--- src/rtl/dpll_rst_seq_if.sv ---
// Lock/reset handshake between the DPLL reset sequencer and its surroundings.
// The master side is the sequencer itself; the slave side drives lock and software requests.
interface dpll_rst_seq_if #(
    parameter int STAGES = 3
);
    logic              lock_in;
    logic              rst_req;
    logic [STAGES-1:0] stage_rst_n;
    logic              ready;
    logic [7:0]        relock_cnt;

    modport master (
        input  lock_in,
        input  rst_req,
        output stage_rst_n,
        output ready,
        output relock_cnt
    );

    modport slave (
        output lock_in,
        output rst_req,
        input  stage_rst_n,
        input  ready,
        input  relock_cnt
    );
endinterface

--- src/rtl/dpll_rst_seq.sv ---
// Filters DPLL lock and releases downstream active-low resets in order, GAP cycles apart.
// Any raw lock drop or software request while sequencing or running slams every stage back into reset.
module dpll_rst_seq #(
    parameter int STAGES    = 3,
    parameter int GAP       = 16,
    parameter int LOCK_FILT = 8
) (
    input  logic           clk,
    input  logic           rst,
    dpll_rst_seq_if.master bus
);
    localparam int FW = $clog2(LOCK_FILT) + 1;
    localparam int GW = $clog2(GAP) + 1;
    localparam int IW = $clog2(STAGES) + 1;

    typedef enum logic [1:0] {
        WAIT_LOCK = 2'd0,
        RELEASE   = 2'd1,
        RUN       = 2'd2,
        HOLD      = 2'd3
    } state_e;

    state_e            state_q, state_d;
    logic [FW-1:0]     filt_q, filt_d;
    logic [GW-1:0]     gap_q, gap_d;
    logic [IW-1:0]     idx_q, idx_d;
    logic [STAGES-1:0] stage_q, stage_d;
    logic              ready_q, ready_d;
    logic [7:0]        relock_q, relock_d;

    logic              lock_ok_s;
    logic              abort_s;
    logic [GW-1:0]     gap_inc_s;

    // State and counter registers with synchronous reset.
    always_ff @(posedge clk) begin
        if (rst) begin
            state_q  <= WAIT_LOCK;
            filt_q   <= '0;
            gap_q    <= '0;
            idx_q    <= '0;
            stage_q  <= '0;
            ready_q  <= 1'b0;
            relock_q <= 8'd0;
        end else begin
            state_q  <= state_d;
            filt_q   <= filt_d;
            gap_q    <= gap_d;
            idx_q    <= idx_d;
            stage_q  <= stage_d;
            ready_q  <= ready_d;
            relock_q <= relock_d;
        end
    end

    // Next-state logic: lock filter, release sequencing and abort handling.
    always_comb begin
        state_d   = state_q;
        filt_d    = filt_q;
        gap_d     = gap_q;
        idx_d     = idx_q;
        stage_d   = stage_q;
        ready_d   = ready_q;
        relock_d  = relock_q;
        lock_ok_s = (filt_q == FW'(LOCK_FILT));
        gap_inc_s = gap_q + GW'(1);
        abort_s   = ((state_q == RELEASE) || (state_q == RUN)) &&
                    (!bus.lock_in || bus.rst_req);

        if ((state_q == HOLD) || bus.rst_req || !bus.lock_in) begin
            filt_d = '0;
        end else if (!lock_ok_s) begin
            filt_d = filt_q + FW'(1);
        end else begin
            filt_d = filt_q;
        end

        case (state_q)
            WAIT_LOCK: begin
                if (lock_ok_s && !bus.rst_req) begin
                    state_d = RELEASE;
                    stage_d = STAGES'(1);
                    gap_d   = '0;
                    idx_d   = '0;
                end else begin
                    stage_d = '0;
                    ready_d = 1'b0;
                end
            end
            RELEASE, RUN: begin
                if (abort_s) begin
                    state_d = HOLD;
                    stage_d = '0;
                    ready_d = 1'b0;
                    gap_d   = '0;
                    idx_d   = '0;
                    // Only a genuine lock loss out of RUN counts as a relock event.
                    if ((state_q == RUN) && !bus.lock_in && (relock_q != 8'd255)) begin
                        relock_d = relock_q + 8'd1;
                    end else begin
                        relock_d = relock_q;
                    end
                end else if (state_q == RUN) begin
                    ready_d = 1'b1;
                end else if (gap_inc_s == GW'(GAP)) begin
                    gap_d = '0;
                    if (idx_q == IW'(STAGES - 1)) begin
                        state_d = RUN;
                        ready_d = 1'b1;
                    end else begin
                        idx_d   = idx_q + IW'(1);
                        stage_d = stage_q | (STAGES'(1) << (idx_q + IW'(1)));
                    end
                end else begin
                    gap_d = gap_inc_s;
                end
            end
            HOLD: begin
                if (gap_inc_s == GW'(GAP)) begin
                    gap_d   = '0;
                    state_d = WAIT_LOCK;
                end else begin
                    gap_d = gap_inc_s;
                end
            end
            default: begin
                state_d = WAIT_LOCK;
                filt_d  = '0;
                gap_d   = '0;
                idx_d   = '0;
                stage_d = '0;
                ready_d = 1'b0;
            end
        endcase
    end

    assign bus.stage_rst_n = stage_q;
    assign bus.ready       = ready_q;
    assign bus.relock_cnt  = relock_q;
endmodule

--- src/flat_wrapper.sv ---
// flat-port wrapper written by rule: the top's interface ports become plain ports
module dpll_rst_seq_flat 
#(
    parameter int STAGES    = 3,
    parameter int GAP       = 16,
    parameter int LOCK_FILT = 8
)
  (clk, rst, bus_lock_in, bus_rst_req, bus_stage_rst_n, bus_ready, bus_relock_cnt);
  dpll_rst_seq_if #(.STAGES(STAGES)) bus_i ();
  input  logic clk;
  input  logic rst;
  input wire logic [$bits(bus_i.lock_in)-1:0] bus_lock_in;
  input wire logic [$bits(bus_i.rst_req)-1:0] bus_rst_req;
  output wire logic [$bits(bus_i.stage_rst_n)-1:0] bus_stage_rst_n;
  output wire logic [$bits(bus_i.ready)-1:0] bus_ready;
  output wire logic [$bits(bus_i.relock_cnt)-1:0] bus_relock_cnt;
  assign bus_i.lock_in = bus_lock_in;
  assign bus_i.rst_req = bus_rst_req;
  assign bus_stage_rst_n = bus_i.stage_rst_n;
  assign bus_ready = bus_i.ready;
  assign bus_relock_cnt = bus_i.relock_cnt;
  dpll_rst_seq #(.STAGES(STAGES), .GAP(GAP), .LOCK_FILT(LOCK_FILT)) u_core (.clk(clk), .rst(rst), .bus(bus_i));
endmodule
--- config.mk ---
export PLATFORM = sky130hd
export DESIGN_NAME = dpll_rst_seq_flat
export DESIGN_NICKNAME = d
export VERILOG_FILES = /design/src/rtl/dpll_rst_seq_if.sv /design/src/rtl/dpll_rst_seq.sv /design/src/flat_wrapper.sv
export SDC_FILE = /design/constraint.sdc
export NUM_CORES = 1
export LEC_CHECK = 0
export CORE_ASPECT_RATIO = 1.75
export CORE_MARGIN = 1
export CORE_UTILIZATION = 40
export CTS_CLUSTER_SIZE = 25
export DETAILED_ROUTE_END_ITERATION = 8
export DONT_BUFFER_PORTS = 1
export PLACE_DENSITY = 0.55
export SLEW_MARGIN = 5
export SYNTH_ARGS = -nofsm -noshare
export SYNTH_HDL_FRONTEND = slang
export SYNTH_SLANG_ARGS = --single-unit
--- constraint.sdc ---
create_clock -name clk -period 5.1 [get_ports clk]
set_clock_uncertainty 0.2 [all_clocks]
set_input_delay 0.51 -clock clk [delete_from_list [all_inputs] [get_ports clk]]
set_output_delay 0.51 -clock clk [all_outputs]
set_load 0.05 [all_outputs]
==> impl_table.tex, run 1 <==
\begin{tabular}{lr}
\hline
Metric & Value \\
\hline
\multicolumn{2}{l}{\textbf{Setup path}} \\
Maximum single-stage delay on the critical path & 0.45 ns \\
CP Data Arrival Time & 2.36 ns \\
CP endpoint kind & flop \\
Critical-path cell with the highest stage delay & sky130\_fd\_sc\_hd\_\_dfxtp\_1 \\
Worst-path maximum fanout & 6 \\
CP startpoint kind & flop \\
Category of the most critical setup path & flop to flop \\
CP Depth & 6 \\
Count of cells along the worst register-to-register path & 6 \\
Sequence of cells on the critical path & inv\_1, ha\_1, nor2b\_1, o311a\_1, or3\_4, o41ai\_2 \\
CP delay by family, top & compound AO/OA/AOI/OAI gates \\
Worst path required time & 5.08 ns \\
Crit path buf inv count & 1 \\
\multicolumn{2}{l}{\textbf{Global route}} \\
Largest net degree at the start of global routing & 18 \\
Via count of the first global-routing pass & 1245 \\
Global-route wire length before repair & 5.533 mm \\
Total congestion overflow & 0 \\
Global router's overall resource usage & 19.57\% \\
Initial antenna violation count & 0 \\
\multicolumn{2}{l}{\textbf{Power}} \\
Part of the total power dissipated in combinational logic & 16.9\% \\
Switching Share & 28.99\% \\
Leak Pwr & 0.5702 nW \\
Internal power of the cells & 0.2820 mW \\
Worst ir drop on vdd & 0.0001304 V \\
Sw Pwr & 0.1151 mW \\
Register share of total power & 53.4\% \\
Power density relative to cell area & 254.8 nW/um2 \\
Clock power frac & 29.7\% \\
\multicolumn{2}{l}{\textbf{Floorplan}} \\
DIE AREA & 3957 um2 \\
Vertical die dimension & 82.47 um \\
I/O pin count & 16 \\
Die Wd & 47.99 um \\
Starting density of the core & 42.68\% \\
Number of placement rows & 28 \\
Core outline area & 3468 um2 \\
\multicolumn{2}{l}{\textbf{Routing}} \\
DR WL/cell & 15.64 um \\
Drt first pass iters & 4 \\
Number of remaining DRC errors & 0 \\
Average via count per standard cell & 5.893 \\
Remaining antenna violation count & 0 \\
1st-iter DRT viols & 26 \\
Via Count & 1267 \\
Total wire length & 3.363 mm \\
\multicolumn{2}{l}{\textbf{Final layout}} \\
Final net count & 189 \\
Area of the multi-input gates & 907.1 um2 \\
Filler cell count & 351 \\
Top library cells by usage in the layout, fill and taps aside & 26 x sky130\_fd\_sc\_hd\_\_dfxtp\_1, 22 x sky130\_fd\_sc\_hd\_\_nor2\_1, 13 x sky130\_fd\_sc\_hd\_\_ha\_1 \\
Most common cell after layout, fill and taps aside & sky130\_fd\_sc\_hd\_\_dfxtp\_1 \\
Diode insertion count for antenna repair & 0 \\
Non-filler cells in the finished layout & 215 \\
Layout overhead on the synthesized area & 5.326\% \\
Share of final-layout standard cells stronger than drive strength 1 & 3.529\% \\
Register cell area after layout & 520.5 um2 \\
\multicolumn{2}{l}{\textbf{Logic synthesis}} \\
Netlist Area Pre-Place & 1480 um2 \\
Cell count after synthesis & 172 \\
Simple-Gate Fraction of Synth Area & 21.39\% \\
Share of synthesized registers carrying an async set or reset & 0\% \\
Adder-cell share of the synthesized area & 10.99\% \\
Post-Synth XOR/XNOR Area & 7.101\% \\
Most area-consuming cells after synthesis & sky130\_fd\_sc\_hd\_\_dfxtp\_1 35\%, sky130\_fd\_sc\_hd\_\_ha\_1 11\%, sky130\_fd\_sc\_hd\_\_nor2\_1 5.6\% \\
Ys Warns & 0 \\
Synthesis-stage register bit count & 26 \\
Post-Synthesis Net Count & 189 \\
Multiplexer share of the synthesized area & 0.6762\% \\
Complex-gate fraction of the synthesized area & 21.13\% \\
Sequential fraction of the synthesis area & 35.16\% \\
Largest family of logic cells by synthesized area & simple AND/OR/NAND/NOR gates \\
Synth Flop Type & sky130\_fd\_sc\_hd\_\_dfxtp\_1 \\
Synth cell types & 40 \\
Share of the synthesized area in the top cell type & 35.16\% \\
Cell type contributing the most total cell area after synthesis & sky130\_fd\_sc\_hd\_\_dfxtp\_1 \\
Average footprint of a synthesized cell & 8.606 um2 \\
Count of flip-flops with a built-in enable after synthesis & 0 \\
\multicolumn{2}{l}{\textbf{STA}} \\
Tightest slew margin relative to the limit & 55.75\% \\
Max Clk Rate & 421.0 MHz \\
Fin crit period & 2.375 ns \\
Transition time at the pin with the least slew margin & 0.6597 ns \\
Total count of hold-check failures in the final report & 0 \\
Final Max Tran Viols & 0 \\
Final setup vio count & 0 \\
Setup repair after global routing missed its margin & no \\
Ratio of final minimum period to clock period & 46.57\% \\
Post-route setup TNS & 0 ns \\
\multicolumn{2}{l}{\textbf{Placement}} \\
Global placer's final weighted congestion & 0.9562 \\
Sum of net half-perimeters after detailed placement & 2.496 mm \\
Input/output buffers & 0 \\
Cells after DPL & 212 \\
\multicolumn{2}{l}{\textbf{Clocking}} \\
Setup repair bufs after CTS & 0 \\
CTS HTree Levels & 1 \\
Number of hold buffers added after CTS & 0 \\
Clock transition at the register clock pins on the worst setup and hold paths after CTS & 0.09 ns \\
Insertion delay of the later-clocked pin in the worst-skew pair & 0.27 ns \\
Number of buffers added by the clock tree synthesis step & 3 \\
CTS-repair resized insts & 0 \\
Clock tree root buffer cell & sky130\_fd\_sc\_hd\_\_clkbuf\_8 \\
Clock tree from TritonCTS & yes \\
Clk sink count & 26 \\
Clk buf depth & 2 \\
\multicolumn{2}{l}{\textbf{Hold path}} \\
Type of the tightest min-delay check & input pin to flop \\
Instance count along the most critical hold path & 1 \\
\multicolumn{2}{l}{\textbf{Job}} \\
\# Max-Cap Violations & 0 \\
\multicolumn{2}{l}{\textbf{Run status}} \\
Status & finished clean \\
\hline
\end{tabular}
==> through the flow <==
step / setup WS [ns] / util [%] / area, um2 / total power, mW / hold slack, ns
finish: 2.725 / 44.95 / 1559 / 0.3972 / 0.09913
global route: 2.556 / 44.95 / 1559 / 0.4164 / 0.08718
CTS: 2.725 / 44.95 / 1559 / 0.4001 / 0.09176
detailed placement: 2.745 / 43.76 / 1518 / 0.2824 / 0.3173
global placement: 2.794 / 43.76 / 1518 / 0.2817 / 0.2917
floorplan: 3.008 / - / 1480 / 0.2694 / 0.2792
==> layer usage <==
layer | up-vias | wire (um) | share of wire, % | GRT usage [%]
met1 | 612 | 1379 | 41 | 21.44
met3 | 11 | 128 | 3.8 | 2.609
li1 | 617 | - | - | -
met2 | 27 | 1734 | 52 | 34.05
met4 | 0 | 121 | 3.6 | 10.83
met5 | - | 0 | 0 | 0
==> registers in the layout, summed over array words and instances (netlist names) <==
| name | flops |
|---|---|
| u_core.bus.relock_cnt | 8 |
| u_core.gap_q | 5 |
| u_core.filt_q | 4 |
| u_core.bus.stage_rst_n | 3 |
| u_core.idx_q | 3 |
| u_core.state_q | 2 |
| u_core.bus.ready | 1 |
==> synthesized netlist by cell type, drive strengths merged, types with 3 or more instances <==
cell / count
dfxtp: 26
o21ai: 8
ha: 13
nor2b: 4
xor2: 7
inv: 9
nand2b: 5
nand3: 7
o41ai: 3
nand4: 6
nor2: 22
clkbuf: 5
nand2: 12
xnor2: 5
a22o: 4
a21oi: 7
==> power by group through the flow <==
stage          clock network, mW  logic [mW]  registers [mW]
3_5_place_dp                   0      0.0655           0.217
4_1_cts                    0.122      0.0658           0.212
6_report                   0.118      0.0670           0.212
3_3_place_gp                   0      0.0651           0.217
5_1_grt                    0.129      0.0748           0.213
2_1_floorplan                  0      0.0532           0.216
==> cells by family (layout without fill, tap and decap cells) <==
family,count (synthesis),count (layout)
AND/OR/NAND/NOR,64,64
AO/OA/AOI/OAI,42,42
flip-flops,26,26
buffers and inverters,14,12
adder cells (fa/ha/maj),13,13
XOR/XNOR,12,12
multiplexers,1,1
==> area by class of cell <==
class	instances	share of cell area, %
clock buffer	3	2.648
sequential	26	33.39
multi-input combinational	132	58.19
inverter	9	2.167
tap	45	3.612
==> worst paths after layout <==
kind	from	end	slack (ns)
worst min-delay path	rst	u_core.bus.relock_cnt[3]$_SDFFE_PP0P_	0.1
worst max register to register	u_core.idx_q[0]$_SDFFE_PP0P_	u_core.bus.stage_rst_n[0]$_SDFFE_PP0P_	2.72
worst min register to register	u_core.filt_q[3]$_SDFFE_PP0P_	u_core.filt_q[3]$_SDFFE_PP0P_	0.33
worst max-delay path	u_core.idx_q[0]$_SDFFE_PP0P_	u_core.bus.stage_rst_n[0]$_SDFFE_PP0P_	2.72
Note: power is estimated with default switching activity, not from simulation.
==> run 2, diff against run 1 <==
--- a/config.mk
+++ b/config.mk
@@ -11,7 +11,7 @@
 export CTS_CLUSTER_SIZE = 25
 export DETAILED_ROUTE_END_ITERATION = 8
 export DONT_BUFFER_PORTS = 1
-export PLACE_DENSITY = 0.55
+export PLACE_DENSITY = 0.57
 export SLEW_MARGIN = 5
 export SYNTH_ARGS = -nofsm -noshare
 export SYNTH_HDL_FRONTEND = slang
==> constraint.sdc (replaced) <==
create_clock -name clk -period 2.01 [get_ports clk]
set_clock_uncertainty 0.2 [all_clocks]
set_input_delay 0.201 -clock clk [delete_from_list [all_inputs] [get_ports clk]]
set_output_delay 0.201 -clock clk [all_outputs]
set_load 0.05 [all_outputs]
==> impl_table.tex, run 2 (synthesis gave the netlist of run 1 again) <==
\begin{tabular}{lr}
\hline
Metric & Value \\
\hline
\multicolumn{2}{l}{\textbf{STA}} \\
Total count of hold-check failures in the final report & 14 (was 0) \\
Final Max Tran Viols & 0 (unchanged) \\
Fin crit period & 2.034 ns (was 2.375 ns) \\
Max Clk Rate & 491.5 MHz (was 421.0 MHz) \\
Ratio of final minimum period to clock period & 101.2\% (was 46.57\%) \\
Transition time at the pin with the least slew margin & 0.5254 ns (was 0.6597 ns) \\
Setup repair after global routing missed its margin & yes (was no) \\
Final setup vio count & 2 (was 0) \\
Worst hold-check slack & -0.2027 ns (was 0.09913 ns) \\
Tightest slew margin relative to the limit & 64.92\% (was 55.75\%) \\
Worst Slack Setup Final & -0.02440 ns (was 2.725 ns) \\
\multicolumn{2}{l}{\textbf{Hold path}} \\
Instance count along the most critical hold path & 1 (unchanged) \\
Type of the tightest min-delay check & input pin to flop (unchanged) \\
\multicolumn{2}{l}{\textbf{Floorplan}} \\
Core outline area & 3468 um2 (unchanged) \\
I/O pin count & 16 (unchanged) \\
Vertical die dimension & 82.47 um (unchanged) \\
Number of placement rows & 28 (unchanged) \\
Die Wd & 47.99 um (unchanged) \\
Starting density of the core & 42.68\% (unchanged) \\
DIE AREA & 3957 um2 (unchanged) \\
\multicolumn{2}{l}{\textbf{Setup path}} \\
Category of the most critical setup path & flop to flop (unchanged) \\
Count of cells along the worst register-to-register path & 6 (unchanged) \\
FF-to-FF Start & u\_core.idx\_q[0]\$\_SDFFE\_PP0P\_ (unchanged) \\
Terminus of the critical flop-to-flop path & u\_core.bus.stage\_rst\_n[0]\$\_SDFFE\_PP0P\_ (unchanged) \\
CP Depth & 6 (unchanged) \\
Maximum single-stage delay on the critical path & 0.41 ns (was 0.45 ns) \\
Critical path capture point & u\_core.bus.stage\_rst\_n[0]\$\_SDFFE\_PP0P\_ (unchanged) \\
Source of the critical timing path & u\_core.idx\_q[0]\$\_SDFFE\_PP0P\_ (unchanged) \\
CP endpoint kind & flop (unchanged) \\
Worst path required time & 1.99 ns (was 5.08 ns) \\
CP delay by family, top & compound AO/OA/AOI/OAI gates (unchanged) \\
CP Data Arrival Time & 2.02 ns (was 2.36 ns) \\
R2R setup slack & -0.02 ns (was 2.72 ns) \\
CP startpoint kind & flop (unchanged) \\
Critical-path cell with the highest stage delay & sky130\_fd\_sc\_hd\_\_o311a\_1 (was sky130\_fd\_sc\_hd\_\_dfxtp\_1) \\
Worst-path maximum fanout & 4 (was 6) \\
Sequence of cells on the critical path & inv\_1, ha\_1, nor2b\_1, o311a\_1, or3\_4, o41ai\_2 (unchanged) \\
Crit path buf inv count & 1 (unchanged) \\
\multicolumn{2}{l}{\textbf{Run status}} \\
Status & complete, but fails checks (was finished clean) \\
Violations in the final reports & hold timing, setup timing \\
\multicolumn{2}{l}{\textbf{Placement}} \\
Sum of net half-perimeters after detailed placement & 2.821 mm (was 2.496 mm) \\
Placement-stage cell area & 1767 um2 (was 1518 um2) \\
Global placer's final weighted congestion & 0.9404 (was 0.9562) \\
Input/output buffers & 0 (unchanged) \\
Cells after DPL & 245 (was 212) \\
\multicolumn{2}{l}{\textbf{Global route}} \\
GR peak layer & met2 (unchanged) \\
Largest net degree at the start of global routing & 18 (unchanged) \\
Routing usage on met1 & 20.19\% (was 21.44\%) \\
Routing usage on met2 & 38.38\% (was 34.05\%) \\
Initial antenna violation count & 0 (unchanged) \\
Global router's overall resource usage & 20.23\% (was 19.57\%) \\
Via count of the first global-routing pass & 1335 (was 1245) \\
Total congestion overflow & 0 (unchanged) \\
Global-route track usage on met3 & 2.609\% (unchanged) \\
Global-route wire length before repair & 5.782 mm (was 5.533 mm) \\
\multicolumn{2}{l}{\textbf{Routing}} \\
Average via count per standard cell & 5.520 (was 5.893) \\
Drt first pass iters & 4 (unchanged) \\
Total wire length & 3.724 mm (was 3.363 mm) \\
Via Count & 1391 (was 1267) \\
Number of remaining DRC errors & 0 (unchanged) \\
1st-iter DRT viols & 55 (was 26) \\
Remaining antenna violation count & 0 (unchanged) \\
DR WL/cell & 14.78 um (was 15.64 um) \\
\multicolumn{2}{l}{\textbf{Clocking}} \\
Number of hold buffers added after CTS & 2 (was 0) \\
Clk sink count & 26 (unchanged) \\
CTS HTree Levels & 1 (unchanged) \\
Clock tree root buffer cell & sky130\_fd\_sc\_hd\_\_clkbuf\_8 (unchanged) \\
Insertion delay of the later-clocked pin in the worst-skew pair & 0.27 ns (about the same) \\
Clock tree from TritonCTS & yes (unchanged) \\
Clk buf depth & 2 (unchanged) \\
Clock transition at the register clock pins on the worst setup and hold paths after CTS & 0.09 ns (about the same) \\
Number of buffers added by the clock tree synthesis step & 3 (unchanged) \\
\multicolumn{2}{l}{\textbf{Power}} \\
Power density relative to cell area & 610.2 nW/um2 (was 254.8 nW/um2) \\
Worst ir drop on vdd & 0.0004792 V (was 0.0001304 V) \\
Leak Pwr & 0.7707 nW (was 0.5702 nW) \\
\multicolumn{2}{l}{\textbf{Final layout}} \\
Number of flip-flops in the largest register & 8 (unchanged) \\
Fin area & 1892 um2 (was 1559 um2) \\
Non-filler cells in the finished layout & 252 (was 215) \\
Share of final-layout standard cells stronger than drive strength 1 & 25.12\% (was 3.529\%) \\
Most common cell after layout, fill and taps aside & sky130\_fd\_sc\_hd\_\_buf\_4 (was sky130\_fd\_sc\_hd\_\_dfxtp\_1) \\
Diode insertion count for antenna repair & 0 (unchanged) \\
Final net count & 225 (was 189) \\
Top library cells by usage in the layout, fill and taps aside & 34 x sky130\_fd\_sc\_hd\_\_buf\_4, 22 x sky130\_fd\_sc\_hd\_\_dfxtp\_1, 21 x sky130\_fd\_sc\_hd\_\_nor2\_1 (was 26 x sky130\_fd\_sc\_hd\_\_dfxtp\_1, 22 x sky130\_fd\_sc\_hd\_\_nor2\_1, 13 x sky130\_fd\_sc\_hd\_\_ha\_1) \\
Layout overhead on the synthesized area & 27.81\% (was 5.326\%) \\
\multicolumn{2}{l}{\textbf{Job}} \\
\# Max-Cap Violations & 0 (unchanged) \\
\hline
\end{tabular}
## run 2: changes by cell type in the layout (fill, tap and decap cells not counted), sizes merged
| cell | previous run | this run |
|---|---|---|
| buf | 0 | 34 |
| clkbuf | 3 | 4 |
| dlygate4sd3 | 0 | 2 |
## run 2: through the flow
step / TNS (ns) / power [mW] / util, % / setup WS (ns)
floorplan: 0 / 0.6836 / - / 0.009442
global placement: 0 / 0.7818 / 50.94 / 0.01632
detailed placement: -0.04803 / 0.7893 / 50.94 / -0.02755
CTS: -0.02106 / 1.139 / 53.54 / -0.02106
global route: -0.2522 / 1.219 / 54.55 / -0.09995
finish: -0.03132 / 1.154 / 54.55 / -0.02440
## run 2: repair_timing
action                                  CTS  global route
buffers inserted                          0             1
endpoints found under the setup margin    3            14
pin swaps                                 0             3
endpoints found under the hold margin    15            14
resized for setup                         4            11
## run 2: cell type report
class,count,area [um2]
fill,318,1577
multi-input combinational,132,945.9
sequential,26,525.5
timing repair buffer,36,275.3
tap,45,56.30
clock buffer,4,55.05
inverter,9,33.78
## run 2: layer usage
metal  share of wire, %  up-vias
li1                   -      690
met1                 38      661
met2                 57       34
met3                3.5        6
met4                2.0        0
met5                  0        -
## run 2: worst min-delay path by stage
stage,startpoint,to,slack [ns]
6_report,rst,u_core.bus.relock_cnt[3]$_SDFFE_PP0P_,-0.20
5_1_grt,rst,u_core.bus.relock_cnt[7]$_SDFFE_PP0P_,-0.23
4_1_cts,rst,u_core.bus.relock_cnt[2]$_SDFFE_PP0P_,-0.21
3_5_place_dp,rst,u_core.bus.relock_cnt[6]$_SDFFE_PP0P_,0.08
3_3_place_gp,rst,u_core.bus.relock_cnt[6]$_SDFFE_PP0P_,0.08
2_1_floorplan,bus_rst_req,u_core.bus.stage_rst_n[0]$_SDFFE_PP0P_,0.10
## run 2: where the power goes
group / internal (mW) / switching [mW] / total, mW / leakage, nW
clock network: 0.175 / 0.163 / 0.338 / 0.0288
logic: 0.132 / 0.147 / 0.279 / 0.530
registers: 0.526 / 0.0117 / 0.537 / 0.212
